### src/rtl/vga_pkg.sv
// -----------------------------------------------------------------------------
// vga_pkg
//   Shared definitions for the guess-who link controller:
//   - screen geometry of the card grid (origin, pitch, card side lengths)
//   - game FSM state encoding
//   - two-bit result encodings used on the result / tx_res / rx_res wires
//   - state_result(): maps an FSM state to the result it reports
// -----------------------------------------------------------------------------
package vga_pkg;

  // Card (r,c) occupies X_ORG+c*X_PITCH .. +A_SIDE and Y_ORG+r*Y_PITCH .. +B_SIDE,
  // both bounds inclusive. Pitch exceeds side so neighbouring cards never overlap.
  localparam int X_ORG   = 100;
  localparam int Y_ORG   = 60;
  localparam int X_PITCH = 120;
  localparam int Y_PITCH = 140;
  localparam int A_SIDE  = 100;
  localparam int B_SIDE  = 120;

  typedef enum logic [2:0] {
    ST_IDLE,
    ST_SELECT,
    ST_CHECK,
    ST_WIN,
    ST_LOSE,
    ST_DRAW,
    ST_LINK_ERR
  } state_e;

  localparam logic [1:0] RES_NONE = 2'b00;
  localparam logic [1:0] RES_WIN  = 2'b10;
  localparam logic [1:0] RES_LOSE = 2'b01;
  localparam logic [1:0] RES_DRAW = 2'b11;

  // LINK_ERR reports no result; only link_err flags it.
  function automatic logic [1:0] state_result(input state_e s);
    case (s)
      ST_WIN:  state_result = RES_WIN;
      ST_LOSE: state_result = RES_LOSE;
      ST_DRAW: state_result = RES_DRAW;
      default: state_result = RES_NONE;
    endcase
  endfunction

endpackage

### src/rtl/card_hit_decode.sv
// -----------------------------------------------------------------------------
// card_hit_decode
//   Combinational mouse-to-card decoder for a ROWS x COLS card grid.
//   Ports:
//     xpos, ypos : in  12  mouse position in pixels
//     hit_id     : out ID_W card under the mouse, r*COLS+c+1; 0 = no card
// -----------------------------------------------------------------------------
module card_hit_decode
  import vga_pkg::*;
#(
  parameter int ROWS = 3,
  parameter int COLS = 3,
  parameter int ID_W = 4
) (
  input  logic [11:0]     xpos,
  input  logic [11:0]     ypos,
  output logic [ID_W-1:0] hit_id
);

  localparam int NCARD = ROWS * COLS;

  logic [NCARD-1:0] hit;

  for (genvar r = 0; r < ROWS; r++) begin : g_row
    for (genvar c = 0; c < COLS; c++) begin : g_col
      localparam int XL = X_ORG + c * X_PITCH;
      localparam int YL = Y_ORG + r * Y_PITCH;
      assign hit[r*COLS+c] = (int'(xpos) >= XL) && (int'(xpos) <= XL + A_SIDE) &&
                             (int'(ypos) >= YL) && (int'(ypos) <= YL + B_SIDE);
    end
  end

  // Cards cannot overlap, but resolve to the lowest index anyway so the
  // output stays well defined if the geometry constants are ever changed.
  always_comb begin
    hit_id = '0;
    for (int i = NCARD - 1; i >= 0; i--) begin
      if (hit[i]) hit_id = ID_W'(i + 1);
    end
  end

endmodule

### src/rtl/guess_link_ctrl.sv
// -----------------------------------------------------------------------------
// guess_link_ctrl
//   Two-board guess-who game controller. The local player clicks on a card to
//   guess the partner's person; the partner's person ID and result arrive over
//   an asynchronous link and are synchronised and de-glitched here.
//   Ports:
//     clk, rst            : clock, synchronous active-high reset
//     play_en             : game is in the guessing phase
//     my_person           : own chosen person, forwarded as tx_id
//     xpos, ypos          : mouse position; mouse_btn : guess button level
//     rx_id/rx_res/rx_present : partner link inputs (asynchronous)
//     tx_id/tx_res/tx_rst : link outputs to partner
//     result              : 00 none, 10 win, 01 lose, 11 draw
//     selected            : last guessed card ID
//     tries_left          : remaining guesses
//     link_err            : partner did not answer within TIMEOUT_CYC cycles
// -----------------------------------------------------------------------------
module guess_link_ctrl
  import vga_pkg::*;
#(
  parameter int ROWS        = 3,
  parameter int COLS        = 3,
  parameter int ID_W        = 4,
  parameter int MAX_TRIES   = 3,
  parameter int STABLE_CYC  = 4,
  parameter int TIMEOUT_CYC = 1_000_000
) (
  input  logic                               clk,
  input  logic                               rst,
  input  logic                               play_en,
  input  logic [ID_W-1:0]                    my_person,
  input  logic [11:0]                        xpos,
  input  logic [11:0]                        ypos,
  input  logic                               mouse_btn,
  input  logic [ID_W-1:0]                    rx_id,
  input  logic [1:0]                         rx_res,
  input  logic                               rx_present,
  output logic [ID_W-1:0]                    tx_id,
  output logic [1:0]                         tx_res,
  output logic                               tx_rst,
  output logic [1:0]                         result,
  output logic [ID_W-1:0]                    selected,
  output logic [$clog2(MAX_TRIES+1)-1:0]     tries_left,
  output logic                               link_err
);

  localparam int TRY_W = $clog2(MAX_TRIES + 1);
  localparam int STB_W = $clog2(STABLE_CYC + 1);
  localparam int TO_W  = $clog2(TIMEOUT_CYC + 1);

  // Link synchronisers
  logic [ID_W-1:0] rx_id_s1_q, rx_id_s2_q;
  logic [1:0]      rx_res_s1_q, rx_res_s2_q;
  logic            rx_pres_s1_q, rx_pres_s2_q;

  // Stability filter: id_last_q has held its value for stab_cnt_q cycles
  logic [ID_W-1:0]  id_last_q, id_last_d;
  logic [STB_W-1:0] stab_cnt_q, stab_cnt_d;

  logic                 btn_q;
  state_e               state_q, state_d;
  logic [ID_W-1:0]      selected_q, selected_d;
  logic [TRY_W-1:0]     tries_q, tries_d;
  logic [TO_W-1:0]      to_cnt_q, to_cnt_d;
  logic [1:0]           result_q, result_d;
  logic                 link_err_q, link_err_d;
  logic [ID_W-1:0]      tx_id_q;

  logic [ID_W-1:0] hit_id;
  logic            click, rx_ready, local_match, partner_won, partner_lost;

  card_hit_decode #(
    .ROWS (ROWS),
    .COLS (COLS),
    .ID_W (ID_W)
  ) u_hit (
    .xpos   (xpos),
    .ypos   (ypos),
    .hit_id (hit_id)
  );

  always_comb begin
    id_last_d = rx_id_s2_q;
    if (rx_id_s2_q != id_last_q)                 stab_cnt_d = STB_W'(1);
    else if (stab_cnt_q != STB_W'(STABLE_CYC))   stab_cnt_d = stab_cnt_q + STB_W'(1);
    else                                         stab_cnt_d = stab_cnt_q;
  end

  // The partner ID is only trusted while the partner is connected and the
  // value has settled; id_last_q is then the accepted ID.
  assign rx_ready     = rx_pres_s2_q && (stab_cnt_q == STB_W'(STABLE_CYC));
  assign local_match  = rx_ready && (id_last_q == selected_q);
  assign partner_won  = (rx_res_s2_q == RES_WIN);
  assign partner_lost = (rx_res_s2_q == RES_LOSE);
  assign click        = mouse_btn && !btn_q;

  always_comb begin
    state_d    = state_q;
    selected_d = selected_q;
    tries_d    = tries_q;
    to_cnt_d   = '0;                 // timeout counter only survives inside CHECK
    link_err_d = link_err_q;
    case (state_q)
      ST_IDLE: begin
        if (play_en) state_d = ST_SELECT;
      end
      ST_SELECT: begin
        if (!play_en)                     state_d = ST_IDLE;
        else if (partner_won)             state_d = ST_LOSE;
        else if (partner_lost)            state_d = ST_WIN;
        else if (click && hit_id != '0) begin
          selected_d = hit_id;
          state_d    = ST_CHECK;
        end
      end
      ST_CHECK: begin
        if (!play_en)                     state_d = ST_IDLE;
        // partner result beats the local compare; both wins at once is a draw
        else if (partner_won)             state_d = local_match ? ST_DRAW : ST_LOSE;
        else if (partner_lost)            state_d = ST_WIN;
        else if (rx_ready) begin
          if (local_match)                state_d = ST_WIN;
          else if (tries_q > TRY_W'(1)) begin
            tries_d = tries_q - TRY_W'(1);
            state_d = ST_SELECT;
          end else begin
            tries_d = '0;
            state_d = ST_LOSE;
          end
        end else if (to_cnt_q == TO_W'(TIMEOUT_CYC - 1)) begin
          state_d    = ST_LINK_ERR;
          link_err_d = 1'b1;
        end else begin
          to_cnt_d = to_cnt_q + TO_W'(1);
        end
      end
      default: ;                        // WIN/LOSE/DRAW/LINK_ERR hold until rst
    endcase
    result_d = state_result(state_d);
  end

  always_ff @(posedge clk) begin
    if (rst) begin
      rx_id_s1_q   <= '0;
      rx_id_s2_q   <= '0;
      rx_res_s1_q  <= '0;
      rx_res_s2_q  <= '0;
      rx_pres_s1_q <= 1'b0;
      rx_pres_s2_q <= 1'b0;
      id_last_q    <= '0;
      stab_cnt_q   <= '0;
      btn_q        <= 1'b0;
      state_q      <= ST_IDLE;
      selected_q   <= '0;
      tries_q      <= TRY_W'(MAX_TRIES);
      to_cnt_q     <= '0;
      result_q     <= RES_NONE;
      link_err_q   <= 1'b0;
      tx_id_q      <= '0;
    end else begin
      rx_id_s1_q   <= rx_id;
      rx_id_s2_q   <= rx_id_s1_q;
      rx_res_s1_q  <= rx_res;
      rx_res_s2_q  <= rx_res_s1_q;
      rx_pres_s1_q <= rx_present;
      rx_pres_s2_q <= rx_pres_s1_q;
      id_last_q    <= id_last_d;
      stab_cnt_q   <= stab_cnt_d;
      btn_q        <= mouse_btn;
      state_q      <= state_d;
      selected_q   <= selected_d;
      tries_q      <= tries_d;
      to_cnt_q     <= to_cnt_d;
      result_q     <= result_d;
      link_err_q   <= link_err_d;
      tx_id_q      <= my_person;
    end
  end

  assign tx_id      = tx_id_q;
  assign tx_res     = result_q;
  assign tx_rst     = rst;
  assign result     = result_q;
  assign selected   = selected_q;
  assign tries_left = tries_q;
  assign link_err   = link_err_q;

endmodule

### config.mk
export PLATFORM = sky130hd
export DESIGN_NAME = guess_link_ctrl
export DESIGN_NICKNAME = d
export VERILOG_FILES = /design/src/rtl/vga_pkg.sv /design/src/rtl/card_hit_decode.sv /design/src/rtl/guess_link_ctrl.sv
export SDC_FILE = /design/constraint.sdc
export NUM_CORES = 1
export LEC_CHECK = 0
export ABC_AREA = 0
export BUFFER_PORTS_ARGS = -buffer_cell sky130_fd_sc_hd__clkbuf_2
export CAP_MARGIN = 20
export CORE_MARGIN = 1
export CORE_UTILIZATION = 49
export DETAILED_ROUTE_END_ITERATION = 10
export PLACE_DENSITY = 0.75
export SYNTH_ARGS = -nofsm -noshare
export SYNTH_HDL_FRONTEND = slang
export SYNTH_SLANG_ARGS = --single-unit
export TNS_END_PERCENT = 50
### constraint.sdc
create_clock -name clk -period 2.05 [get_ports clk]
set_input_delay 0.1025 -clock clk [delete_from_list [all_inputs] [get_ports clk]]
set_output_delay 0.1025 -clock clk [all_outputs]
set_load 0.01 [all_outputs]
==> flow_summary_export.csv <==
group,metric,value,unit
die,num_rows,27,
place,hpwlAfterDp,4430,microns
detailed_routing,drtIter0Drc,122,
detailed_routing,wirelength,6590,microns
sta,worst_slack,0.0402,ns
final_layout,drive_gt1_frac,0.299,
setup_path,crit_arrival,2.24,ns
yosys,ys_async_sr_fraction,0,
final_layout,nFillCells,426,
outcome,status,"complete, no violations",
place,gp_routability_congestion,0.910,
yosys,syn-num-nets,357,
sta,fmax,0.498,GHz
clock_network,cts_max_path_buffers,2,
final_layout,syn_to_final_growth,33.5,%
job,maxCapViolations,0,
sta,finalHoldViolations,0,
die,die_w,77.4,microns
detailed_routing,via_per_inst,5.37,
power_and_ir_drop,max-vdd-ir-drop,0.682,mV
detailed_routing,first_pass_iters,4,
clock_network,htreeDepth,3,
setup_path,cpPeakStageDelay,0.38,ns
clock_network,numCtsBuffers,9,
grt,antenna_found_initial,0,
yosys,synthFlopType,"dfxtp_1",
grt,grt_pass1_wl,10800,microns
clock_network,clock-sinks,58,
final_layout,diodes,0,
setup_path,crit_chain,"inv_2 -> ha_4 -> nor2b_4 -> and2_1 -> maj3_2 -> or3_4 -> a311o_1 -> o211a_1",
yosys,syn_inst,313,
die,design.portCount,55,
yosys,yosys_warnings,0,
grt,grt_pass1_vias,2475,
yosys,synth_edf_count,0,
final_layout,fin_nets,450,
place,io_buffers,54,
die,start_util,0.506,
grt,overflow,0,
detailed_routing,drc,0,
power_and_ir_drop,leakage,1.50,nW
setup_path,crit_slowest_cell,"or3_4",
final_layout,fin_util,0.676,
detailed_routing,antenna_left,0,
power_and_ir_drop,pwr-share-clk,0.424,
clock_network,clk_pin_slew,0.07,ns
power_and_ir_drop,p_total,2.47,mW
power_and_ir_drop,intPower,1.85,mW
place,dpl_worst_slack,-0.135,ns
clock_network,cts_tree,"yes",
die,core-area,5510,sq um
sta,tightest_slew,0.462,ns
clock_network,cts-root-buf,"clkbuf_8",
sta,min_period,2.01,ns
yosys,avgSynthCellArea,8.91,sq um
place,dpl_cell_area,3270,sq um
sta,finClkSkew,0.00814,ns
final_layout,fin_area,3720,sq um
clock_network,clk_latency,0.34,ns
setup_path,crit_required,2.28,ns
power_and_ir_drop,switching_power,0.618,mW
min_path,hp-class,"in2reg",
grt,track_usage,0.230,
yosys,syn-cell-area,2790,sq um
sta,slew_viol_final,0,
detailed_routing,num_vias,2592,
setup_path,start_kind,"flop",
power_and_ir_drop,p_sw_frac,0.250,
power_and_ir_drop,seqPwrFrac,0.473,
setup_path,worst_setup_path_end_kind,"flop",
sta,post-route-period-util,0.980,
grt,grt_max_degree,23,
power_and_ir_drop,pwr-share-comb,0.102,
sta,setup_viol,0,
die,die_area,6000,sq um
yosys,ys_seq_elements,58,
power_and_ir_drop,powerDensity,664,nW/um^2
setup_path,critPathKind,"reg2reg",
yosys,yosysSeqAreaShare,0.416,
setup_path,critical_path.max_fanout,3,
yosys,ys_types,58,
sta,maxSlewHeadroom,0.689,
die,fp.dieH,77.4,microns
detailed_routing,routedWlPerCell,13.6,microns
==> kinds of logic after synthesis <==
group / after synthesis / synth area share
xor+xnor: 26 / 0.0817
buf+inv: 16 / 0.0256
compound gates: 60 / 0.158
flops: 58 / 0.416
fa+ha+maj: 6 / 0.0260
mux: 2 / 0.00718
simple gates: 145 / 0.285
==> cell usage after synthesis (2+ instances only) <==
cell      count  share of area
dfxtp_1      58           0.42
nor2_1       32          0.043
nor2b_1      27          0.061
nand2_1      16          0.022
xor2_1       15          0.047
nand3_1      14          0.025
nor3_1       13          0.023
o21ai_0      12          0.022
xnor2_1      11          0.035
a21oi_1      10          0.018
inv_1         8          0.011
nand4_1       6          0.013
clkbuf_1      5         0.0067
ha_1          5          0.022
o21a_1        5          0.013
or4_1         5          0.013
a31oi_1       4         0.0090
and3_1        4         0.0090
and4_1        4          0.013
nor4_1        4         0.0090
or3_1         4         0.0090
and2_1        3         0.0067
buf_4         3         0.0081
nand2b_1      3         0.0067
nor3b_1       3         0.0081
o211ai_1      3         0.0081
o221a_2       3          0.012
mux2i_1       2         0.0072
o31ai_2       2         0.0090
==> registers in the layout, indices dropped and copies added, names as in the netlist <==
register / cells
btn_q: 1
id_last_d: 4
id_last_q: 4
link_err: 1
result: 2
rx_id_s1_q: 4
rx_pres_s1_q: 1
rx_pres_s2_q: 1
rx_res_s1_q: 2
rx_res_s2_q: 2
selected: 4
stab_cnt_q: 3
state_q: 3
to_cnt_q: 20
tries_left: 2
tx_id: 4
==> final timing paths <==
kind	start	end	slack, ns	depth (start not counted)
max	rx_res_s2_q[1]$_SDFF_PP0_	result[1]$_SDFF_PP0_	0.04	8
min	rst	id_last_d[2]$_SDFF_PP0_	0.23	2
max reg2reg	rx_res_s2_q[1]$_SDFF_PP0_	result[1]$_SDFF_PP0_	0.04	8
min reg2reg	rx_id_s1_q[2]$_SDFF_PP0_	id_last_d[2]$_SDFF_PP0_	0.44	1
==> area by class of cell <==
| class | instances | area, sq um | share of cell area |
|---|---|---|---|
| clock buffers | 9 | 124 | 0.0333 |
| repair buffers | 90 | 571 | 0.153 |
| inverters | 8 | 30.0 | 0.00807 |
| flip-flops and latches | 58 | 1170 | 0.313 |
| clock inverters | 7 | 77.6 | 0.0208 |
| multi-input cells | 239 | 1660 | 0.447 |
| well taps | 72 | 90.1 | 0.0242 |
==> critical path: cells and delay by family, from the launching register on <==
family | cells | cell delay (ns)
AOI/OAI and AO/OA | 2 | 0.45
and+or+nand+nor | 3 | 0.63
buffers and inverters | 1 | 0.04
DFF | 1 | 0.33
adders and majority gates | 2 | 0.45
==> routing by layer <==
metal | part of all wire | up-vias | GRT usage
li1 | - | 1327 | -
met1 | 0.43 | 1177 | 0.262
met2 | 0.50 | 75 | 0.388
met3 | 0.046 | 13 | 0.0918
met4 | 0.016 | 0 | 0.0774
met5 | 0 | - | 0
==> placed cells by master (no fill, tap or decap), types with 5 or more instances in the layout <==
cell type and instances:
dfxtp_1 54, clkbuf_2 54, nor2_1 32, nor2b_1 26
buf_4 24, nand2_1 16, xor2_1 15, nand3_1 14
nor3_1 13, o21ai_0 12, dlygate4sd3_1 12, xnor2_1 11
a21oi_1 10, clkbuf_8 9, inv_1 6, nand4_1 6
o21a_1 5
==> timing repair <==
action                                  4_1_cts  5_1_grt
endpoints found under the setup margin        3        2
buffers inserted                              0        2
gates resized for setup                      12       13
hold buffers                                 12        0
endpoints found under the hold margin        12        0
pin swaps                                     2       12
==> stage by stage <==
stage | hold WS [ns] | setup TNS [ns] | instances
after floorplan | 0.174 | 0 | 313
after global placement | 0.312 | -0.0736 | 453
after detailed placement | 0.321 | -0.151 | 453
after CTS | 0.206 | 0 | 481
after global routing | 0.259 | -0.0266 | 483
final | 0.227 | 0 | 483
==> power groups by stage <==
stage | Clock, mW | Sequential, mW | Combinational (mW)
detailed placement | 0 | 1.19 | 0.206
floorplan | 0 | 1.19 | 0.116
CTS | 1.07 | 1.17 | 0.235
finish | 1.05 | 1.17 | 0.252
global route | 1.12 | 1.17 | 0.279
global placement | 0 | 1.19 | 0.200
Power figures use the tool's default switching activity.
